File: config.mk
export PLATFORM = sky130hd
export DESIGN_NAME = cart_004_mapper
export DESIGN_NICKNAME = d
export VERILOG_FILES = /design/src/rtl/cart_004_mapper.sv
export SDC_FILE = /design/constraint.sdc
export NUM_CORES = 1
export LEC_CHECK = 0
export BUFFER_PORTS_ARGS = -buffer_cell sky130_fd_sc_hd__buf_2
export CORE_ASPECT_RATIO = 2
export CORE_MARGIN = 3
export CORE_UTILIZATION = 40
export DETAILED_ROUTE_END_ITERATION = 10
export PLACE_DENSITY_LB_ADDON = 0.25
export REMOVE_ABC_BUFFERS = 1
export SYNTH_ARGS = -nofsm -noshare
export SYNTH_HDL_FRONTEND = slang
export SYNTH_SLANG_ARGS = --single-unit
File: constraint.sdc
create_clock -name i_clk_cpu -period 6.26 [get_ports i_clk_cpu]
set_clock_uncertainty 0.2 [all_clocks]
set_input_delay 1.878 -clock i_clk_cpu [delete_from_list [all_inputs] [get_ports i_clk_cpu]]
set_output_delay 1.878 -clock i_clk_cpu [all_outputs]
set_load 0.05 [all_outputs]
File: src/rtl/cart_004_mapper.sv
// cart_004_mapper
// MMC3 (mapper 4) control core. It holds the CPU-visible register file and from it
// generates PRG/CHR bank addresses, nametable mirroring and the A12-driven scanline IRQ.
//
// Ports
//   i_clk_cpu       single clock; every input is synchronous to it
//   i_rst_n         synchronous reset, active low
//   i_cpu_addr      CPU address A14..A0
//   i_cpu_data      CPU write data
//   i_cpu_rw        1 = read, 0 = write
//   i_romsel        1 = CPU access in $8000-$FFFF
//   i_ppu_addr      PPU address, already synchronised to i_clk_cpu
//   i_ppu_wr        PPU write strobe
//   o_prg_rom_addr  PRG ROM byte address (combinational)
//   o_prg_ram_cs    PRG RAM select ($6000-$7FFF while RAM is enabled)
//   o_prg_ram_we    PRG RAM write enable
//   o_chr_addr      CHR byte address (combinational)
//   o_chr_we        CHR write enable (PPU write below $2000)
//   o_ciram_ce      CIRAM select (PPU A13)
//   o_ciram_a10     CIRAM A10 after mirroring
//   o_irq           registered level IRQ request, active high
module cart_004_mapper #(
  parameter int PRG_ROM_DEPTH = 19,
  parameter int CHR_ROM_DEPTH = 18,
  parameter int A12_FILTER    = 3,
  parameter int IRQ_ALT_REV   = 0
) (
  input  logic                     i_clk_cpu,
  input  logic                     i_rst_n,
  input  logic [14:0]              i_cpu_addr,
  input  logic [7:0]               i_cpu_data,
  input  logic                     i_cpu_rw,
  input  logic                     i_romsel,
  input  logic [13:0]              i_ppu_addr,
  input  logic                     i_ppu_wr,
  output logic [PRG_ROM_DEPTH-1:0] o_prg_rom_addr,
  output logic                     o_prg_ram_cs,
  output logic                     o_prg_ram_we,
  output logic [CHR_ROM_DEPTH-1:0] o_chr_addr,
  output logic                     o_chr_we,
  output logic                     o_ciram_ce,
  output logic                     o_ciram_a10,
  output logic                     o_irq
);

  localparam int PB = PRG_ROM_DEPTH - 13;
  localparam int CB = CHR_ROM_DEPTH - 10;
  localparam int LW = $clog2(A12_FILTER + 1);
  localparam logic [LW-1:0] FILT = LW'(A12_FILTER);

  logic [2:0]    r_bank_sel;
  logic          r_prg_mode;
  logic          r_chr_inv;
  logic [7:0]    r_bank [8];
  logic          r_mirror;
  logic          r_ram_en;
  logic          r_ram_wp;
  logic [7:0]    r_irq_latch;
  logic [7:0]    r_irq_cnt;
  logic          r_reload;
  logic          r_irq_en;
  logic          r_irq;
  logic [LW-1:0] r_low_cnt;
  logic          r_wr_d;

  logic          w_strobe;
  logic          w_wr;
  logic [2:0]    w_reg;
  logic          w_c001;
  logic          w_clock;
  logic          w_reload_path;
  logic [7:0]    w_cnt_next;
  logic          w_irq_hit;
  logic [PB-1:0] w_prg_bank;
  logic [PB-1:0] w_last;
  logic [PB-1:0] w_r6;
  logic [PB-1:0] w_r7;
  logic [2:0]    w_chr_slot;
  logic [7:0]    w_chr_bank8;

  // Only the first cycle of a CPU write strobe counts; a held strobe is ignored.
  assign w_strobe = i_romsel && !i_cpu_rw;
  assign w_wr     = w_strobe && !r_wr_d;
  assign w_reg    = {i_cpu_addr[14:13], i_cpu_addr[0]};
  assign w_c001   = w_wr && (w_reg == 3'b101);

  // low_cnt is cleared whenever A12 is high, so reaching the threshold also implies
  // A12 was low on the previous cycle; a high A12 here is therefore a filtered rise.
  assign w_clock = i_ppu_addr[12] && (r_low_cnt == FILT);

  // Counter step and IRQ condition for a scanline clock. The alternate revision only
  // fires on a real 1 -> 0 decrement, never on a reload.
  always_comb begin
    w_reload_path = (r_irq_cnt == 8'd0) || r_reload;
    w_cnt_next    = w_reload_path ? r_irq_latch : (r_irq_cnt - 8'd1);
    if (IRQ_ALT_REV == 0)
      w_irq_hit = r_irq_en && (w_cnt_next == 8'd0);
    else
      w_irq_hit = r_irq_en && !w_reload_path && (r_irq_cnt == 8'd1);
  end

  // PRG bank per 8 KB slot; the two top bits of R6/R7 never reach the bank field.
  always_comb begin
    w_last = '1;
    w_r6   = PB'(r_bank[6][5:0]);
    w_r7   = PB'(r_bank[7][5:0]);
    case ({r_prg_mode, i_cpu_addr[14:13]})
      3'b000:  w_prg_bank = w_r6;
      3'b001:  w_prg_bank = w_r7;
      3'b010:  w_prg_bank = w_last - PB'(1);
      3'b100:  w_prg_bank = w_last - PB'(1);
      3'b101:  w_prg_bank = w_r7;
      3'b110:  w_prg_bank = w_r6;
      default: w_prg_bank = w_last;
    endcase
  end

  assign o_prg_rom_addr = {w_prg_bank, i_cpu_addr[12:0]};

  // CHR bank per 1 KB slot; chr_inv swaps the 2 KB and 1 KB halves of the pattern space.
  always_comb begin
    w_chr_slot = i_ppu_addr[12:10] ^ {r_chr_inv, 2'b00};
    case (w_chr_slot)
      3'd0, 3'd1: w_chr_bank8 = {r_bank[0][7:1], i_ppu_addr[10]};
      3'd2, 3'd3: w_chr_bank8 = {r_bank[1][7:1], i_ppu_addr[10]};
      3'd4:       w_chr_bank8 = r_bank[2];
      3'd5:       w_chr_bank8 = r_bank[3];
      3'd6:       w_chr_bank8 = r_bank[4];
      default:    w_chr_bank8 = r_bank[5];
    endcase
  end

  assign o_chr_addr   = {CB'(w_chr_bank8), i_ppu_addr[9:0]};
  assign o_chr_we     = i_ppu_wr && !i_ppu_addr[13];
  assign o_ciram_ce   = i_ppu_addr[13];
  assign o_ciram_a10  = r_mirror ? i_ppu_addr[11] : i_ppu_addr[10];
  assign o_prg_ram_cs = !i_romsel && (i_cpu_addr[14:13] == 2'b11) && r_ram_en;
  assign o_prg_ram_we = o_prg_ram_cs && !i_cpu_rw && !r_ram_wp;
  assign o_irq        = r_irq;

  // Register file, A12 filter and IRQ counter. The CPU write cases sit after the
  // scanline update so that an $E000 write overrides an IRQ set in the same cycle;
  // a $C001 write suppresses the scanline update entirely.
  always_ff @(posedge i_clk_cpu) begin
    if (!i_rst_n) begin
      r_bank_sel  <= 3'd0;
      r_prg_mode  <= 1'b0;
      r_chr_inv   <= 1'b0;
      r_bank[0]   <= 8'd0;
      r_bank[1]   <= 8'd2;
      r_bank[2]   <= 8'd4;
      r_bank[3]   <= 8'd5;
      r_bank[4]   <= 8'd6;
      r_bank[5]   <= 8'd7;
      r_bank[6]   <= 8'd0;
      r_bank[7]   <= 8'd1;
      r_mirror    <= 1'b0;
      r_ram_en    <= 1'b1;
      r_ram_wp    <= 1'b0;
      r_irq_latch <= 8'd0;
      r_irq_cnt   <= 8'd0;
      r_reload    <= 1'b0;
      r_irq_en    <= 1'b0;
      r_irq       <= 1'b0;
      r_low_cnt   <= '0;
      r_wr_d      <= 1'b0;
    end else begin
      r_wr_d <= w_strobe;

      if (i_ppu_addr[12])
        r_low_cnt <= '0;
      else if (r_low_cnt != FILT)
        r_low_cnt <= r_low_cnt + LW'(1);

      if (w_clock && !w_c001) begin
        r_irq_cnt <= w_cnt_next;
        r_reload  <= 1'b0;
        if (w_irq_hit)
          r_irq <= 1'b1;
      end

      if (w_wr) begin
        case (w_reg)
          3'b000: begin
            r_bank_sel <= i_cpu_data[2:0];
            r_prg_mode <= i_cpu_data[6];
            r_chr_inv  <= i_cpu_data[7];
          end
          3'b001: r_bank[r_bank_sel] <= i_cpu_data;
          3'b010: r_mirror <= i_cpu_data[0];
          3'b011: begin
            r_ram_en <= i_cpu_data[7];
            r_ram_wp <= i_cpu_data[6];
          end
          3'b100: r_irq_latch <= i_cpu_data;
          3'b101: begin
            r_irq_cnt <= 8'd0;
            r_reload  <= 1'b1;
          end
          3'b110: begin
            r_irq_en <= 1'b0;
            r_irq    <= 1'b0;
          end
          default: r_irq_en <= 1'b1;
        endcase
      end
    end
  end

endmodule
# Word-level counts from Yosys, hierarchy flattened

Memories as Yosys holds them, arrays and structs flattened.
Index checks and enable logic that the tools add are counted.

Muxes and demuxes: 23
Add/subtract/negate cells: 2
Reductions and logical operators: 36
Bitwise operators: 3
Eq/ne operators: 20

Operator list:

| operator              | count |
|---|---|
| $mux W8               | 5 |
| $pmux W8 S5           | 1 |
| $eq A3 B3 Y1 const B  | 9 |
| $pmux W6 S3           | 1 |
| $logic_not A8 Y1      | 2 |
| $eq A3 B2 Y1 const B  | 5 |
| $mux W1               | 14 |
| $reduce_or A2 Y1      | 6 |
| $logic_and A1 B1 Y1   | 11 |
| $reduce_and A2 Y1     | 5 |
| $eq A3 B1 Y1 const B  | 3 |
| $logic_not A3 Y1      | 3 |
| $reduce_or A8 Y1      | 1 |
| $sub A8 B1 Y8 const B | 1 |
| $logic_not A1 Y1      | 6 |
| $reduce_or A6 Y1      | 1 |
| $eq A2 B2 Y1 const B  | 2 |
| $mux W3               | 1 |
| $xor A3 B3 Y3         | 1 |
| $add A2 B1 Y2 const B | 1 |
| $ne A2 B2 Y1 const B  | 1 |
| $not A1 Y1            | 2 |
| $pmux W1 S2           | 1 |
| $logic_or A1 B1 Y1    | 1 |

Memory bits (writable): 64
Register bits after elaboration: 30
Input bits: 42
Output and inout port bits: 43
Logic and storage cells: 98
Memories kept: 1

Memories:

| memory | words | bits a word | rd ports | clocked after Yosys merged registers in | write ports | line | text |
|---|---|---|---|---|---|---|---|
| r_bank | 8     | 8           | 8        | 0                                       | 8           | 54   | `logic [7:0] r_bank [8];` |

# Longest topological paths before layout

Gate-level depths: netlist (run 1).

Depth after elaboration: 9
Gate-level depth with buffers: 8
Depth with buffers taken out: 7

# Worst setup path after synthesis (run 1)

No wires, ideal clock.

Kind: input port to output port
Start: input i_cpu_addr[13]
End: output o_prg_ram_we
Stages on the path: 4
Data required time: 4.182 ns
Path buffers: 1
Slack: -0.521 ns
Data arrival time: 4.703 ns
Path through: clkbuf_1 > nand2_1 > nor3b_1 > nor3b_1

Word-level cells in the longest chain between the ends: 5

Ends and longest elaborated chain:

| item                             | line | text |
|---|---|---|
| start: declaration               | 30   | `input logic [14:0] i_cpu_addr,` |
| $eq A2 B2 Y1                     | 137  | `assign o_prg_ram_cs = !i_romsel && (i_cpu_addr[14:13] == 2'b11) && r_ram_en;` |
| $logic_and A1 B1 Y1 (2 in a row) | 137  |  |
| via o_prg_ram_cs                 | 37   | `output logic o_prg_ram_cs,` |
| $logic_and A1 B1 Y1 (2 in a row) | 138  | `assign o_prg_ram_we = o_prg_ram_cs && !i_cpu_rw && !r_ram_wp;` |
| end: declaration                 | 38   | `output logic o_prg_ram_we,` |

The timed path passes the listed nets, and every way through them passes these cells.

# Worst setup path after layout (run 1)

Start: input i_ppu_addr[11]
End: output o_chr_addr[16]

Word-level cells in the longest chain between the ends: 4
Elaborated cells between the ends (all ways): 11
Classes of those cells: eq/ne (6); mux (1); bitwise (1); reduce/logical (3)

Ends and longest elaborated chain:

| item                                 | line | text |
|---|---|---|
| start: declaration                   | 34   | `input logic [13:0] i_ppu_addr,` |
| $xor A3 B3 Y3 *                      | 122  | `w_chr_slot = i_ppu_addr[12:10] ^ {r_chr_inv, 2'b00};` |
| $eq A3 B2 Y1 (tied with other cells) | 123  | `case (w_chr_slot)` |
| $reduce_or A2 Y1                     | 123  |  |
| $pmux W8 S5 *                        | 123  |  |
| end: declaration                     | 39   | `output logic [CHR_ROM_DEPTH-1:0] o_chr_addr,` |

Mark *: on every way between the ends. The rest lies on a longest branch, timed or not.

==> summary.txt, run 1 <==
Run status
  – Status: finished, final reports clean

Global routing
  – Vias in the first global route: 3,156
  – Global router's overall resource usage: 18.2%
  – Pin count of the biggest net entering global routing: 29
  – First-pass GRT wire length: 17.1 mm
  – Antenna violations before repair: 0
  – Sum of overflow across all layers after global routing: 0

Run
  – Number of maximum-capacitance violations: 0

Detailed routing
  – Antenna Nets Post-Route: 0
  – Total via count after detailed routing: 3,278
  – Routed WL per cell: 18.3 um
  – Post-detailed-route DRC marker count: 0
  – Detailed-router iteration count before antenna repair: 4
  – Via-per-instance ratio: 5.41
  – Total wire length: 11.1 mm
  – 1st-iter DRT viols: 182

Timing
  – Final-layout setup total negative slack: 0 ns
  – F_max: 183 MHz
  – Max Slew Vio Count: 0
  – Max_slew headroom: 22.8%
  – Setup repair after global routing missed its margin: false
  – Final critical path time including I/O delays and setup: 5.47 ns
  – Final period util: 87.4%
  – Pin slew with the least headroom to its limit: 1.15 ns
  – Min Hold Slack: 0.265 ns
  – Setup violation total in the final timing report: 0
  – Number of endpoints with negative hold slack in the final report: 0

Floorplanning
  – Count of pins on the block boundary: 85
  – Die Y: 157 um
  – X dimension of the die: 81.5 um
  – Initial Util: 41.4%
  – Total Die Area: 0.0128 mm2
  – Row Count: 54
  – Core Box Area: 0.0110 mm2

Clocking
  – Number of levels the H-tree was split into: 3
  – Number of buffers on the longest clock path: 2
  – TritonCTS clock tree: yes
  – Total clock buffers created by CTS: 9
  – Number of hold buffers added after CTS: 0
  – Clock latency at the later pin of the worst-skew pair: 0.34 ns
  – Clock slew seen by the registers of the worst setup and hold paths: 0.07 ns
  – Cells resized by post-CTS repair: 0
  – Master cell of the clock root buffer: sky130_fd_sc_hd__clkbuf_16
  – Clock net sink count: 88
  – Setup repair bufs after CTS: 0

Synthesis
  – Synth Cell Area: 0.00456 mm2
  – Yosys top cell area share: 38.2%
  – Proportion of synthesized chip area in sequential cells: 51.4%
  – Number of library cell types mapped by synthesis: 60
  – Instance count of the mapped netlist: 451
  – Total of flip-flops plus latches after synthesis: 88
  – Proportion of register bits with asynchronous set or reset after synthesis: 0%
  – Mean instance size in the synthesized netlist: 10.1 um2
  – Cell types with the largest area share after synthesis: sky130_fd_sc_hd__edfxtp_1, sky130_fd_sc_hd__dfxtp_1, sky130_fd_sc_hd__and2_1
  – Synthesis Warnings: 0
  – Post-synth EDFFs: 58
  – Yosys top cell by area: sky130_fd_sc_hd__edfxtp_1
  – Commonest register cell after synthesis: sky130_fd_sc_hd__edfxtp_1

Pwr
  – Static Leakage: 1.76 nW
  – Power density over cell area: 259 mW/mm2
  – Power Total: 1.29 mW
  – Max IR drop VDD: 0.168 mV

Final layout
  – Share of the core filled with cells: 45.2%
  – Most frequent cells in the layout: sky130_fd_sc_hd__edfxtp_1, sky130_fd_sc_hd__and2_1, sky130_fd_sc_hd__a21oi_1, sky130_fd_sc_hd__buf_2, sky130_fd_sc_hd__nand2_1
  – Layout overhead on the synthesized area: 9.31%
  – Count of placed standard cells in the final layout, fillers left out: 606
  – Filler cells: 1,056
  – Final antenna diode count: 0
  – Nets@finish: 506
  – Share of layout cells above drive strength 1: 17.0%
  – Most common cell after layout, fill and taps aside: sky130_fd_sc_hd__edfxtp_1

Setup path
  – Worst flop-to-flop path startpoint: r_wr_d
  – Crit path capture type: primary output
  – Kind of start point of the critical path: input port
  – Startpoint of the worst setup timing path: i_ppu_addr[11]
  – Worst r2r dst: r_bank[4][1]
  – WS Path Type: input port to primary output
  – Arrival time reported for the critical path endpoint: 3.39 ns
  – R2r setup slk: 3.68 ns
  – CP endpoint: o_chr_addr[16]
  – Worst r2r path cells: 3
  – Worst-path fanout max: 28
  – Worst EP required: 4.18 ns

Placement
  – Routability cong.: 0.878
  – Post-DP HPWL: 8.50 mm
  – Dpl cells: 590
  – Number of buffers added on ports: 40

Worst hold path
  – Cell count of the worst hold path: 2
  – Worst hold path class: flip-flop to flip-flop
[cell families (layout without fill, tap and decap cells)]
group	after synthesis	after routing	share of synthesized area, %
buffers and inverters	56	71	6.89
adder cells (fa/ha/maj)	3	3	0.824
flip-flops	88	88	51.4
AO/OA/AOI/OAI	110	110	15.2
XOR/XNOR	3	3	0.577
AND/OR/NAND/NOR	179	179	22.5
multiplexers	12	12	2.72
[worst min-delay path by stage]
stage	slack [ns]	startpoint	endpoint
after detailed placement	0.26	r_irq_latch[6]	r_irq_latch[6]
after global routing	0.30	r_mirror	r_mirror
after floorplan	0.23	r_ram_en	r_ram_en
after global placement	0.25	r_irq_latch[6]	r_irq_latch[6]
final	0.27	r_ram_wp	r_ram_wp
after CTS	0.27	r_ram_wp	r_ram_wp
[worst max-delay path, cell delays in order]
cell and delay, ns:
sky130_fd_sc_hd__buf_2 0.42, sky130_fd_sc_hd__nor2_1 0.20, sky130_fd_sc_hd__a211oi_1 0.29, sky130_fd_sc_hd__a21oi_1 0.10, sky130_fd_sc_hd__a21oi_1 0.15, sky130_fd_sc_hd__o21ai_0 0.10
sky130_fd_sc_hd__buf_2 0.24
[metrics by stage]
stage                     setup slack, ns  area, um2
after detailed placement            0.764       4690
after floorplan                    -0.200       4290
final                               0.791       4980
after global placement              0.912       4690
after global routing                0.589       4980
after CTS                           0.764       4980
[report_power, final]
group / internal [mW] / switching [mW]
Combinational: 0.0328 / 0.0944
Clock: 0.282 / 0.246
Sequential: 0.630 / 0.00746
Total: 0.945 / 0.348
[sequential cells by signal, indices dropped and copies added, names as in the netlist, 2 cells and up]
register,cells
r_low_cnt,2
r_bank,58
r_bank_sel,3
r_irq_latch,8
r_irq_cnt,8
[layout make-up]
class | instances | area, um2 | share of cell area [%]
inverter | 12 | 45.0 | 0.904
multi-input combinational | 307 | 1900 | 38.2
timing repair buffer | 43 | 223 | 4.47
clock buffer | 9 | 225 | 4.52
clock inverter | 7 | 70.1 | 1.41
sequential | 88 | 2340 | 47.0
tap | 140 | 175 | 3.52
[layer usage]
layer  GRT usage, %  vias to the layer above  share of wire [%]
met5              0                        -                  0
met4           6.61                        0                2.5
met3           4.87                       13                4.5
met2           35.3                       76                 58
met1           17.5                     1559                 35
li1               -                     1630                  -
[cell usage after synthesis (3+ instances only)]
library cell,number
sky130_fd_sc_hd__a31oi_1,3
sky130_fd_sc_hd__nand4_1,3
sky130_fd_sc_hd__buf_2,5
sky130_fd_sc_hd__and2_1,49
sky130_fd_sc_hd__nand3_1,22
sky130_fd_sc_hd__or3_1,10
sky130_fd_sc_hd__dfxtp_1,30
sky130_fd_sc_hd__nor2_1,21
sky130_fd_sc_hd__mux2i_1,9
sky130_fd_sc_hd__nor3_1,8
sky130_fd_sc_hd__clkbuf_1,13
sky130_fd_sc_hd__nand2_1,35
sky130_fd_sc_hd__o21ai_1,3
sky130_fd_sc_hd__ha_1,3
sky130_fd_sc_hd__o21a_1,5
sky130_fd_sc_hd__nand2b_1,8
sky130_fd_sc_hd__a211oi_1,6
sky130_fd_sc_hd__inv_1,11
sky130_fd_sc_hd__a32oi_1,3
sky130_fd_sc_hd__o32a_1,6
sky130_fd_sc_hd__nor3_2,3
sky130_fd_sc_hd__edfxtp_1,58
sky130_fd_sc_hd__a21oi_1,45
sky130_fd_sc_hd__buf_4,24
sky130_fd_sc_hd__o21ai_0,24
sky130_fd_sc_hd__nor2b_1,5
Power figures use the tool's default switching activity.
==> inputs of run 2 (changes only) <==
--- a/config.mk
+++ b/config.mk
@@ -10,7 +10,7 @@
 export CORE_MARGIN = 3
 export CORE_UTILIZATION = 40
 export DETAILED_ROUTE_END_ITERATION = 10
-export PLACE_DENSITY_LB_ADDON = 0.25
+export PLACE_DENSITY = 0.64
 export REMOVE_ABC_BUFFERS = 1
 export SYNTH_ARGS = -nofsm -noshare
 export SYNTH_HDL_FRONTEND = slang
==> run 2 against run 1 <==
  * Maximum frequency rose by 0.93%
  * Clock power is 8.3% higher
  * Die area is the same
  * Largest cell class unchanged
  * Non-clock buffer count is 1 higher
  * Sequential cell count stayed put
==> summary.txt, run 2 (synthesized netlist as in run 1, its figures left out) <==
Run status
  – Status: finished, final reports clean

Setup path
  – Worst r2r dst: r_bank[3][5]
  – Arrival time reported for the critical path endpoint: 3.34 ns (-0.05 ns)
  – Kind of start point of the critical path: input port
  – WS Path Type: input port to primary output
  – Worst r2r path cells: 3 (unchanged)
  – Worst EP required: 4.18 ns (about the same)
  – Worst flop-to-flop path startpoint: r_wr_d
  – Crit path capture type: primary output
  – Worst-path fanout max: 28 (unchanged)
  – R2r setup slk: 3.34 ns (-0.34 ns)

Floorplanning
  – Initial Util: 41.4% (unchanged)
  – Core Box Area: 0.0110 mm2 (unchanged)
  – X dimension of the die: 81.5 um (unchanged)
  – Row Count: 54 (unchanged)
  – Die Y: 157 um (unchanged)
  – Count of pins on the block boundary: 85 (unchanged)
  – Total Die Area: 0.0128 mm2 (unchanged)

Final layout
  – Nets@finish: 507 (+0.20%)
  – Layout overhead on the synthesized area: 10.1%
  – Final antenna diode count: 0 (unchanged)
  – Most frequent cells in the layout: sky130_fd_sc_hd__edfxtp_1, sky130_fd_sc_hd__and2_1, sky130_fd_sc_hd__a21oi_1, sky130_fd_sc_hd__buf_2, sky130_fd_sc_hd__nand2_1
  – Top reg by flops: r_bank
  – Flip-flop count of the largest register after layout: 58 (unchanged)
  – Share of the core filled with cells: 45.6% (+0.33 points)
  – Most common cell after layout, fill and taps aside: sky130_fd_sc_hd__edfxtp_1
  – Share of layout cells above drive strength 1: 16.9% (-0.036 points)
  – Largest registers: r_bank (58), r_irq_cnt (8), r_irq_latch (8)

Timing
  – Setup violation total in the final timing report: 0 (unchanged)
  – Number of endpoints with negative hold slack in the final report: 0 (unchanged)
  – Final period util: 86.6% (-0.81 points)
  – Final critical path time including I/O delays and setup: 5.42 ns (-0.0504 ns)
  – F_max: 185 MHz (+0.93%)
  – Max_slew headroom: 16.2% (-6.6 points)
  – Setup repair after global routing missed its margin: false
  – Pin slew with the least headroom to its limit: 1.24 ns (+0.0983 ns)
  – Max Slew Vio Count: 0 (unchanged)
  – Final-layout setup total negative slack: 0 ns (unchanged)

Detailed routing
  – Detailed-router iteration count before antenna repair: 4 (unchanged)
  – Via-per-instance ratio: 5.51 (+1.9%)
  – Post-detailed-route DRC marker count: 0 (unchanged)
  – Total via count after detailed routing: 3,347 (+2.1%)
  – Routed WL per cell: 18.6 um (+1.7%)
  – 1st-iter DRT viols: 169 (-7.1%)
  – Total wire length: 11.3 mm (+1.9%)
  – Antenna Nets Post-Route: 0 (unchanged)

Clocking
  – Total clock buffers created by CTS: 9 (unchanged)
  – Clock slew seen by the registers of the worst setup and hold paths: 0.06 ns (about the same)
  – Setup repair bufs after CTS: 0 (unchanged)
  – Master cell of the clock root buffer: sky130_fd_sc_hd__clkbuf_16
  – TritonCTS clock tree: yes
  – Number of buffers on the longest clock path: 2 (unchanged)
  – Number of hold buffers added after CTS: 0 (unchanged)
  – Clock net sink count: 88 (unchanged)
  – Cells resized by post-CTS repair: 0 (unchanged)
  – Clock latency at the later pin of the worst-skew pair: 0.34 ns (about the same)
  – Number of levels the H-tree was split into: 3 (unchanged)

Worst hold path
  – Worst hold path class: flip-flop to flip-flop
  – Cell count of the worst hold path: 2 (unchanged)
  – Source of the worst hold timing path: r_ram_wp
  – Hold EP: r_ram_wp

Global routing
  – Vias in the first global route: 3,208 (+1.6%)
  – Global router's overall resource usage: 18.0% (-0.16 points)
  – Sum of overflow across all layers after global routing: 0 (unchanged)
  – Antenna violations before repair: 0 (unchanged)
  – First-pass GRT wire length: 16.8 mm (-1.7%)
  – Pin count of the biggest net entering global routing: 29 (unchanged)

Pwr
  – Static Leakage: 1.78 nW (+0.97%)
  – Power density over cell area: 267 mW/mm2 (+2.8%)
  – Max IR drop VDD: 0.122 mV (-27%)

Run
  – Number of maximum-capacitance violations: 0 (unchanged)

Placement
  – Number of buffers added on ports: 40 (unchanged)
  – Post-DP HPWL: 8.61 mm (+1.3%)
  – Routability cong.: 0.846 (-3.6%)
## run 2: changes by cell type in the layout (fill, tap and decap cells not counted)
cell,change
sky130_fd_sc_hd__buf_4,+1
sky130_fd_sc_hd__bufinv_16,+2
sky130_fd_sc_hd__inv_6,-1
sky130_fd_sc_hd__clkbuf_8,+1
sky130_fd_sc_hd__clkinv_2,+1
sky130_fd_sc_hd__clkbuf_1,+1
sky130_fd_sc_hd__inv_8,-4
## run 2: metal layers
metal | global-route usage (%) | wire (um) | vias to the layer above
met5 | 0.417 | 0 | -
met2 | 35.9 | 6690 | 94
li1 | - | - | 1625
met1 | 16.1 | 3870 | 1603
met3 | 3.67 | 360 | 25
met4 | 8.86 | 362 | 0
## run 2: how the worst max path moves through the flow
stage | startpoint | to | cells past startpoint
after detailed placement | i_ppu_addr[11] | o_chr_addr[17] | 7
after global routing | i_ppu_addr[11] | o_chr_addr[17] | 7
after global placement | i_ppu_addr[11] | o_chr_addr[14] | 7
after floorplan | i_cpu_addr[13] | o_prg_ram_we | 3
after CTS | i_ppu_addr[11] | o_chr_addr[17] | 7
final | i_ppu_addr[11] | o_chr_addr[16] | 7
## run 2: power by group
group          internal [mW]  switching, mW  leakage [nW]
sequential             0.630        0.00803         0.808
clock                  0.360          0.211         0.156
combinational         0.0331         0.0947         0.815
## run 2: final cells by class
type / count / area, um2
clock buffers: 11 / 243
clock inverters: 5 / 81.3
fillers: 1041 / 5990
inverters: 12 / 45.0
multi-input cells: 307 / 1900
flip-flops and latches: 88 / 2340
well taps: 140 / 175
repair buffers: 44 / 230
## run 2: per-stage QoR
stage | std cells | total power [mW] | hold WS, ns | setup WS (ns) | area (um2)
after global placement | 591 | 0.777 | 0.253 | 0.924 | 4690
after floorplan | 407 | 0.726 | 0.230 | -0.200 | 4290
final | 607 | 1.34 | 0.266 | 0.842 | 5020
after global routing | 607 | 1.38 | 0.291 | 0.707 | 5020
after detailed placement | 591 | 0.779 | 0.263 | 0.847 | 4690
after CTS | 607 | 1.35 | 0.274 | 0.843 | 5020
## run 2: critical path: stages
cell                       delay (ns)
sky130_fd_sc_hd__buf_2           0.43
sky130_fd_sc_hd__nor2_1          0.20
sky130_fd_sc_hd__a211oi_1        0.27
sky130_fd_sc_hd__a21oi_1         0.08
sky130_fd_sc_hd__a21oi_1         0.13
sky130_fd_sc_hd__o21ai_0         0.09
sky130_fd_sc_hd__buf_2           0.24
